--- config.mk ---
export PLATFORM = sky130hd
export DESIGN_NAME = pending_request_encoder
export DESIGN_NICKNAME = d
export VERILOG_FILES = /design/src/rtl/pending_request_encoder_pkg.sv /design/src/rtl/lowest_set_encoder.sv /design/src/rtl/pending_request_encoder.sv
export SDC_FILE = /design/constraint.sdc
export NUM_CORES = 1
export LEC_CHECK = 0
export CAP_MARGIN = 20
export CORE_AREA = 10 10 47 49
export CTS_BUF_LIST = sky130_fd_sc_hd__clkbuf_8 sky130_fd_sc_hd__clkbuf_16
export DETAILED_ROUTE_END_ITERATION = 16
export DIE_AREA = 0 0 57 59
export PLACE_DENSITY = 0.54
export SLEW_MARGIN = 20
export SYNTH_ARGS = -nofsm -noshare
export SYNTH_HDL_FRONTEND = slang
export SYNTH_SLANG_ARGS = --single-unit
--- constraint.sdc ---
create_clock -name clk -period 2.3 [get_ports clk]
set_clock_uncertainty 0.15 [all_clocks]
set_input_delay 0.575 -clock clk [delete_from_list [all_inputs] [get_ports clk]]
set_output_delay 0.575 -clock clk [all_outputs]
set_load 0.02 [all_outputs]
--- src/rtl/pending_request_encoder_pkg.sv ---
// Shared types and constants for the pending request encoder.
// Holds the FSM state encoding, the default sizing and a clog2 helper.
package pending_request_encoder_pkg;

    typedef enum logic {
        IDLE    = 1'b0,
        PRESENT = 1'b1
    } state_t;

    function automatic int clog2(input int n);
        int r;
        r = 0;
        for (int i = 0; i < 31; i++) begin
            if ((1 << r) < n) begin
                r = r + 1;
            end
        end
        return r;
    endfunction

    localparam int DEFAULT_N  = 4;
    localparam int DEFAULT_AW = clog2(DEFAULT_N);

endpackage

--- src/rtl/lowest_set_encoder.sv ---
// Rotating lowest-set-bit search: first set bit at index >= start, wrapping to 0.
// Purely combinational; start must be below N.
module lowest_set_encoder #(
    parameter int N  = 4,
    parameter int AW = 2
) (
    input  logic [N-1:0]  vector,
    input  logic [AW-1:0] start,
    output logic [AW-1:0] index,
    output logic          found
);

    logic [AW-1:0] pos;

    always_comb begin
        index = '0;
        found = 1'b0;
        pos   = '0;
        for (int k = 0; k < N; k++) begin
            pos = AW'((int'(start) + k) % N);
            if (!found && vector[pos]) begin
                index = pos;
                found = 1'b1;
            end
        end
    end

endmodule

--- src/rtl/pending_request_encoder.sv ---
// Collects request lines into a sticky pending set and issues one binary address per handshake.
// Latency: req to out_valid is 2 cycles minimum; back-to-back issue at one grant per cycle.
// Backpressure: address/out_valid hold while out_ready=0; requests keep accumulating as pending.
module pending_request_encoder
    import pending_request_encoder_pkg::*;
#(
    parameter int N           = DEFAULT_N,
    parameter int AW          = DEFAULT_AW,
    parameter int ROUND_ROBIN = 0
) (
    input  logic          clk,
    input  logic          reset_n,
    input  logic [N-1:0]  req,
    input  logic          out_ready,
    output logic          out_valid,
    output logic [AW-1:0] address,
    output logic [N-1:0]  pending,
    output logic          overrun
);

    localparam logic [AW-1:0] LAST_IDX = AW'(N - 1);

    state_t        state_q, state_d;
    logic [N-1:0]  pend_q, pend_d;
    logic [N-1:0]  clear_mask, held_mask;
    logic [AW-1:0] addr_q, last_q;
    logic [AW-1:0] start, sel;
    logic          sel_found, load, ovr_q, ovr_d;

    // Round-robin search begins just above the last granted index.
    assign start = (ROUND_ROBIN != 0) ? ((last_q == LAST_IDX) ? '0 : last_q + 1'b1) : '0;

    lowest_set_encoder #(
        .N  (N),
        .AW (AW)
    ) u_sel (
        .vector (pend_q),
        .start  (start),
        .index  (sel),
        .found  (sel_found)
    );

    always_comb begin
        state_d = state_q;
        load    = 1'b0;
        case (state_q)
            IDLE: begin
                if (sel_found) begin
                    load    = 1'b1;
                    state_d = PRESENT;
                end
            end
            PRESENT: begin
                if (out_ready) begin
                    if (sel_found) begin
                        load = 1'b1;
                    end else begin
                        state_d = IDLE;
                    end
                end
            end
            default: state_d = IDLE;
        endcase
    end

    // A re-request of the bit being granted right now re-pends it without an overrun.
    always_comb begin
        clear_mask = load ? (N'(1) << sel) : '0;
        held_mask  = (out_valid && !out_ready) ? (N'(1) << address) : '0;
        pend_d     = (pend_q & ~clear_mask) | req;
        ovr_d      = |(req & ((pend_q & ~clear_mask) | held_mask));
    end

    always_ff @(posedge clk or negedge reset_n) begin
        if (!reset_n) begin
            state_q <= IDLE;
            pend_q  <= '0;
            addr_q  <= '0;
            last_q  <= LAST_IDX;
            ovr_q   <= 1'b0;
        end else begin
            state_q <= state_d;
            pend_q  <= pend_d;
            ovr_q   <= ovr_d;
            if (load) begin
                addr_q <= sel;
                last_q <= sel;
            end
        end
    end

    assign out_valid = (state_q == PRESENT);
    assign address   = addr_q;
    assign pending   = pend_q;
    assign overrun   = ovr_q;

endmodule

==> flow_summary.ini, run 1 <==
[setup_path]
worst-path-stages = 1
cp_data_required_time_ns = 1.57
end_kind = primary output
worstSetupPathType = reg -> out
reg2reg_from = out_valid
path_delay_family = buffers and inverters
path_max_fanout = 7
cp-start-kind = register
ff2ff_path_depth = 4
crit_arrival_ns = 1.32
crit_chain = clkdlybuf4s50_1
cpPeakStageDelay_ns = 0.65
slowest_stage = clkdlybuf4s50_1
crit_path_end = address[0]
rr_endpoint = overrun
startpoint = address[0]
cp_num_buf_inv = 1
reg2reg_slack_ns = 0.75

[synthesis]
ys_ff_latch = 8
synth.distinct_cells = 20
yosysWarnings = 0
ys_top_cells_by_area = dfrtp_1, nor2_1, nand2_1, a21o_2, o22a_1
synth_cells = 40
syn_area_per_cell_um2 = 9.67
synth_top_area_share_pct = 51.8
synth.cell_area_um2 = 387
ys_seq_area_share_pct = 51.8
synth_edf_count = 0
async_flop_share_pct = 100
ys.flop_type = dfrtp_1
synth_nets = 47
yosys.area.top_type = dfrtp_1

[route]
vias = 345
vias_per_cell = 4.79
detail_route.wl_per_cell_um = 13.6
drcViolationCount = 0
drt_iter0_drc = 6
final_antenna_net_count = 0
finalWirelength_um = 979
first_pass_iters = 4

[clock_tree]
cts_tree = yes
cts_resized = 0
postCtsSetupBuffers = 0
cts_max_path_buffers = 2
hold_buffers = 0
clk_pin_slew_ns = 0.04
clockRootBuffer = clkbuf_8
htree_num_levels = 1
insertion_delay_ns = 0.23
clock-sinks = 8
cts_buffers = 3

[status]
status = finished clean

[cells_and_area]
final_common_cell = clkdlybuf4s50_1
nFillCells = 154
synthToLayoutAreaGrowth_pct = 50.8
fin_area_um2 = 583
n_antenna_cell = 0
final_cell_mix = clkdlybuf4s50_1, dfrtp_1, nor2_1
drive_above_1_share_pct = 14.3
final_cells = 72
utilization_pct = 41.6
fin_nets = 65
multi_input_area_um2 = 174
regArea_um2 = 200

[timing]
finalSetupViolCount = 0
fin_setup_tns_ns = 0
holdWs_ns = 0.439
postLayoutSetupSlackWorst_ns = 0.254
slew_headroom_pct = 59.1
min_period_ns = 2.05
rsz0062_at_grt = false
drv_slew = 0
post-route-period-util_pct = 89.0
hold_violations = 0
tightest_slew_ns = 0.613
max_freq_mhz = 489

[global_routing]
track_usage_pct = 6.66
grt_pass1_vias = 346
grt_pass1_wl_um = 1650
grt_remaining_overflow = 0
antenna_found_initial = 0
grt_max_degree = 12

[die]
start_util_pct = 27.6
core-area_mm2 = 0.00140
row_count = 14
die_area_mm2 = 0.00336
io_pins = 15
die_w_um = 57
die_h_um = 59

[run]
max-cap-violations = 0

[power_and_ir_drop]
power_mw = 0.384
ir_drop_mv = 0.283
power_leakage_nw = 0.242
pwr_density_cell_mw_per_mm2 = 658

[place]
portBuffers = 14
placedInstanceArea_um2 = 542
dp_slack_ns = 0.138
finalWeightedCongestion = 0.770
dp.cells = 69

[hold_path]
min_path_type = reg -> reg
## state kept, by name, summed over array words and instances, names as in the netlist
| register | cells |
|---|---|
| out_valid | 1 |
| address | 2 |
| overrun | 1 |
| pending | 4 |
## metal layers
metal	global-route usage (%)	part of all wire [%]	up-vias
met5	0	0	-
met4	7.05	3.5	0
met3	4.08	11	4
met2	8.22	43	15
met1	7.26	42	155
li1	-	-	171
## power by group
group          switching, mW  internal, mW
clock network         0.0525         0.113
logic                 0.0267        0.0321
registers             0.0106         0.149
## worst min-delay path by stage
stage,cells after the start,end,from,slack [ns]
after global routing,1,address[1],address[1],0.47
after floorplan,0,address[0],reset_n,0.13
final,1,out_valid,pending[3],0.44
after detailed placement,1,pending[0],pending[0],0.44
after global placement,2,pending[2],pending[2],0.44
after CTS,1,pending[0],pending[0],0.45
## logic make-up (layout without fill, tap and decap cells)
group	count (synthesis)	after routing	share of synthesized area, %
flip-flops	8	8	51.8
AO/OA/AOI/OAI	11	11	22.3
buffers and inverters	3	19	3.24
AND/OR/NAND/NOR	18	18	22.7
## final cells by class
cell class / instances / area share, %
inverters: 2 / 1.29
multi-input cells: 29 / 29.8
flip-flops and latches: 8 / 34.3
clock buffers: 3 / 7.08
repair buffers: 14 / 24.0
well taps: 16 / 3.43
## Yosys cell counts, types with 2 or more instances
master and instances:
a21o_2 2, dfrtp_1 8, inv_1 2, nand2_1 5
nand3_1 2, nor2_1 6, o22a_1 2
No activity file was read; power rests on OpenSTA's default activity.
==> run 2: changes to the inputs <==
--- a/config.mk
+++ b/config.mk
@@ -5,6 +5,7 @@
 export SDC_FILE = /design/constraint.sdc
 export NUM_CORES = 1
 export LEC_CHECK = 0
+export ABC_AREA = 1
 export CAP_MARGIN = 20
 export CORE_AREA = 10 10 47 49
 export CTS_BUF_LIST = sky130_fd_sc_hd__clkbuf_8 sky130_fd_sc_hd__clkbuf_16
==> flow_summary.ini, run 2 <==
[timing]
rsz0062_at_grt = false
holdWs_ns = 0.406
min_period_ns = 2.05
drv_slew = 0
finalSetupViolCount = 0
tightest_slew_ns = 0.392
slew_headroom_pct = 73.8
max_freq_mhz = 487
hold_violations = 0
post-route-period-util_pct = 89.2
fin_setup_tns_ns = 0

[die]
row_count = 14
die_w_um = 57
start_util_pct = 27.5
die_area_mm2 = 0.00336
core-area_mm2 = 0.00140
die_h_um = 59
io_pins = 15

[place]
portBuffers = 14
hpwl_um = 792
placedInstanceArea_um2 = 546
finalWeightedCongestion = 0.748

[status]
status = finished clean

[setup_path]
cp_data_required_time_ns = 1.57
worstSetupPathType = reg -> out
slowest_stage = clkdlybuf4s50_1
crit_arrival_ns = 1.33
cp-start-kind = register
path_delay_family = buffers and inverters
cpPeakStageDelay_ns = 0.66
reg2reg_slack_ns = 1.05
cp_num_buf_inv = 1
path_max_fanout = 6
end_kind = primary output
crit_chain = clkdlybuf4s50_1

[synthesis]
ys_top_cells_by_area = dfrtp_1, nand2_1, inv_1, nand3_1, nor2_1
synth_cells = 51
synth_top_area_share_pct = 51.9
synth_commonest_cells = nand2_1, dfrtp_1, inv_1
yosys.area.top_type = dfrtp_1
synth_edf_count = 0
synth.most_common_cell = nand2_1
synth.distinct_cells = 12
synth.cell_area_um2 = 385
syn_area_per_cell_um2 = 7.56
ys_ff_latch = 8
ys.flop_type = dfrtp_1
async_flop_share_pct = 100
yosysWarnings = 0
synth_nets = 58
ys_seq_area_share_pct = 51.9

[route]
drcViolationCount = 0
final_antenna_net_count = 0
detail_route.wl_per_cell_um = 12.5
vias_per_cell = 4.61
finalWirelength_um = 1050
drt_iter0_drc = 7
first_pass_iters = 5
vias = 387

[power_and_ir_drop]
ir_drop_mv = 0.362
power_mw = 0.381
power_leakage_nw = 0.281
pwr_density_cell_mw_per_mm2 = 649

[cells_and_area]
n_antenna_cell = 0
drive_above_1_share_pct = 5.88
synthToLayoutAreaGrowth_pct = 52.3
final_common_cell = nand2_1
fin_nets = 77
final_cell_mix = nand2_1, clkdlybuf4s50_1, inv_1, dfrtp_1
fin_area_um2 = 587
largest_reg_flops = 4

[hold_path]
min_path_type = reg -> reg

[clock_tree]
insertion_delay_ns = 0.23
cts_resized = 0
cts_max_path_buffers = 2
cts_buffers = 3
clock-sinks = 8
postCtsSetupBuffers = 0
htree_num_levels = 1
hold_buffers = 0
cts_tree = yes
clockRootBuffer = clkbuf_8
clk_pin_slew_ns = 0.04

[run]
max-cap-violations = 0

[global_routing]
track_usage_pct = 6.97
grt_pass1_wl_um = 1680
antenna_found_initial = 0
grt_remaining_overflow = 0
grt_pass1_vias = 388
grt_max_degree = 9
==> run 2: changes by cell type in the layout (fill, tap and decap cells not counted), moves of 2 or more <==
cell,before,now
nand2_1,5,20
o22a_1,2,0
inv_1,2,8
nand3_1,2,4
nor2_1,6,4
a21o_2,2,0
==> run 2: cell type report <==
cell class | instances | area (µm²)
Inverter | 8 | 30.0
Timing Repair Buffer | 14 | 140
Tap cell | 16 | 20.0
Multi-Input combinational cell | 35 | 155
Sequential cell | 8 | 200
Clock buffer | 3 | 41.3
Fill cell | 156 | 815
==> run 2: logic make-up after synthesis <==
kind of cell	share of synthesized area [%]
AO/OA/AOI/OAI	8.44
flip-flops	51.9
AND/OR/NAND/NOR	31.8
buffers and inverters	7.79
==> run 2: through the flow <==
| step | util [%] | instances | setup WS (ns) |
|---|---|---|---|
| floorplan | - | 51 | 0.994 |
| global placement | 38.9 | 81 | 0.400 |
| detailed placement | 38.9 | 81 | 0.408 |
| CTS | 41.9 | 84 | 0.242 |
| global route | 41.9 | 84 | 0.185 |
| finish | 41.9 | 84 | 0.247 |
==> run 2: worst paths after layout <==
kind,startpoint,end,cells past startpoint
max in group asynchronous,reset_n,pending[1],1
min in group asynchronous,reset_n,pending[2],1
hold reg to reg,pending[3],pending[3],2
setup reg to reg,pending[1],overrun,6
hold / removal,pending[3],pending[3],2
setup / recovery,address[0],address[0],1
==> run 2: routing by layer <==
| layer | wire length [µm] | global-route usage [%] | vias to the layer above |
|---|---|---|---|
| met5 | 0 | 0 | - |
| met4 | 45 | 8.05 | 0 |
| met3 | 123 | 4.72 | 4 |
| met2 | 447 | 9.30 | 13 |
| met1 | 433 | 6.55 | 173 |
| li1 | - | - | 197 |
==> run 2: power by group <==
part	total, mW	switching, mW	internal, mW
logic	0.0560	0.0287	0.0274
clock network	0.169	0.0552	0.113
registers	0.156	0.00868	0.148
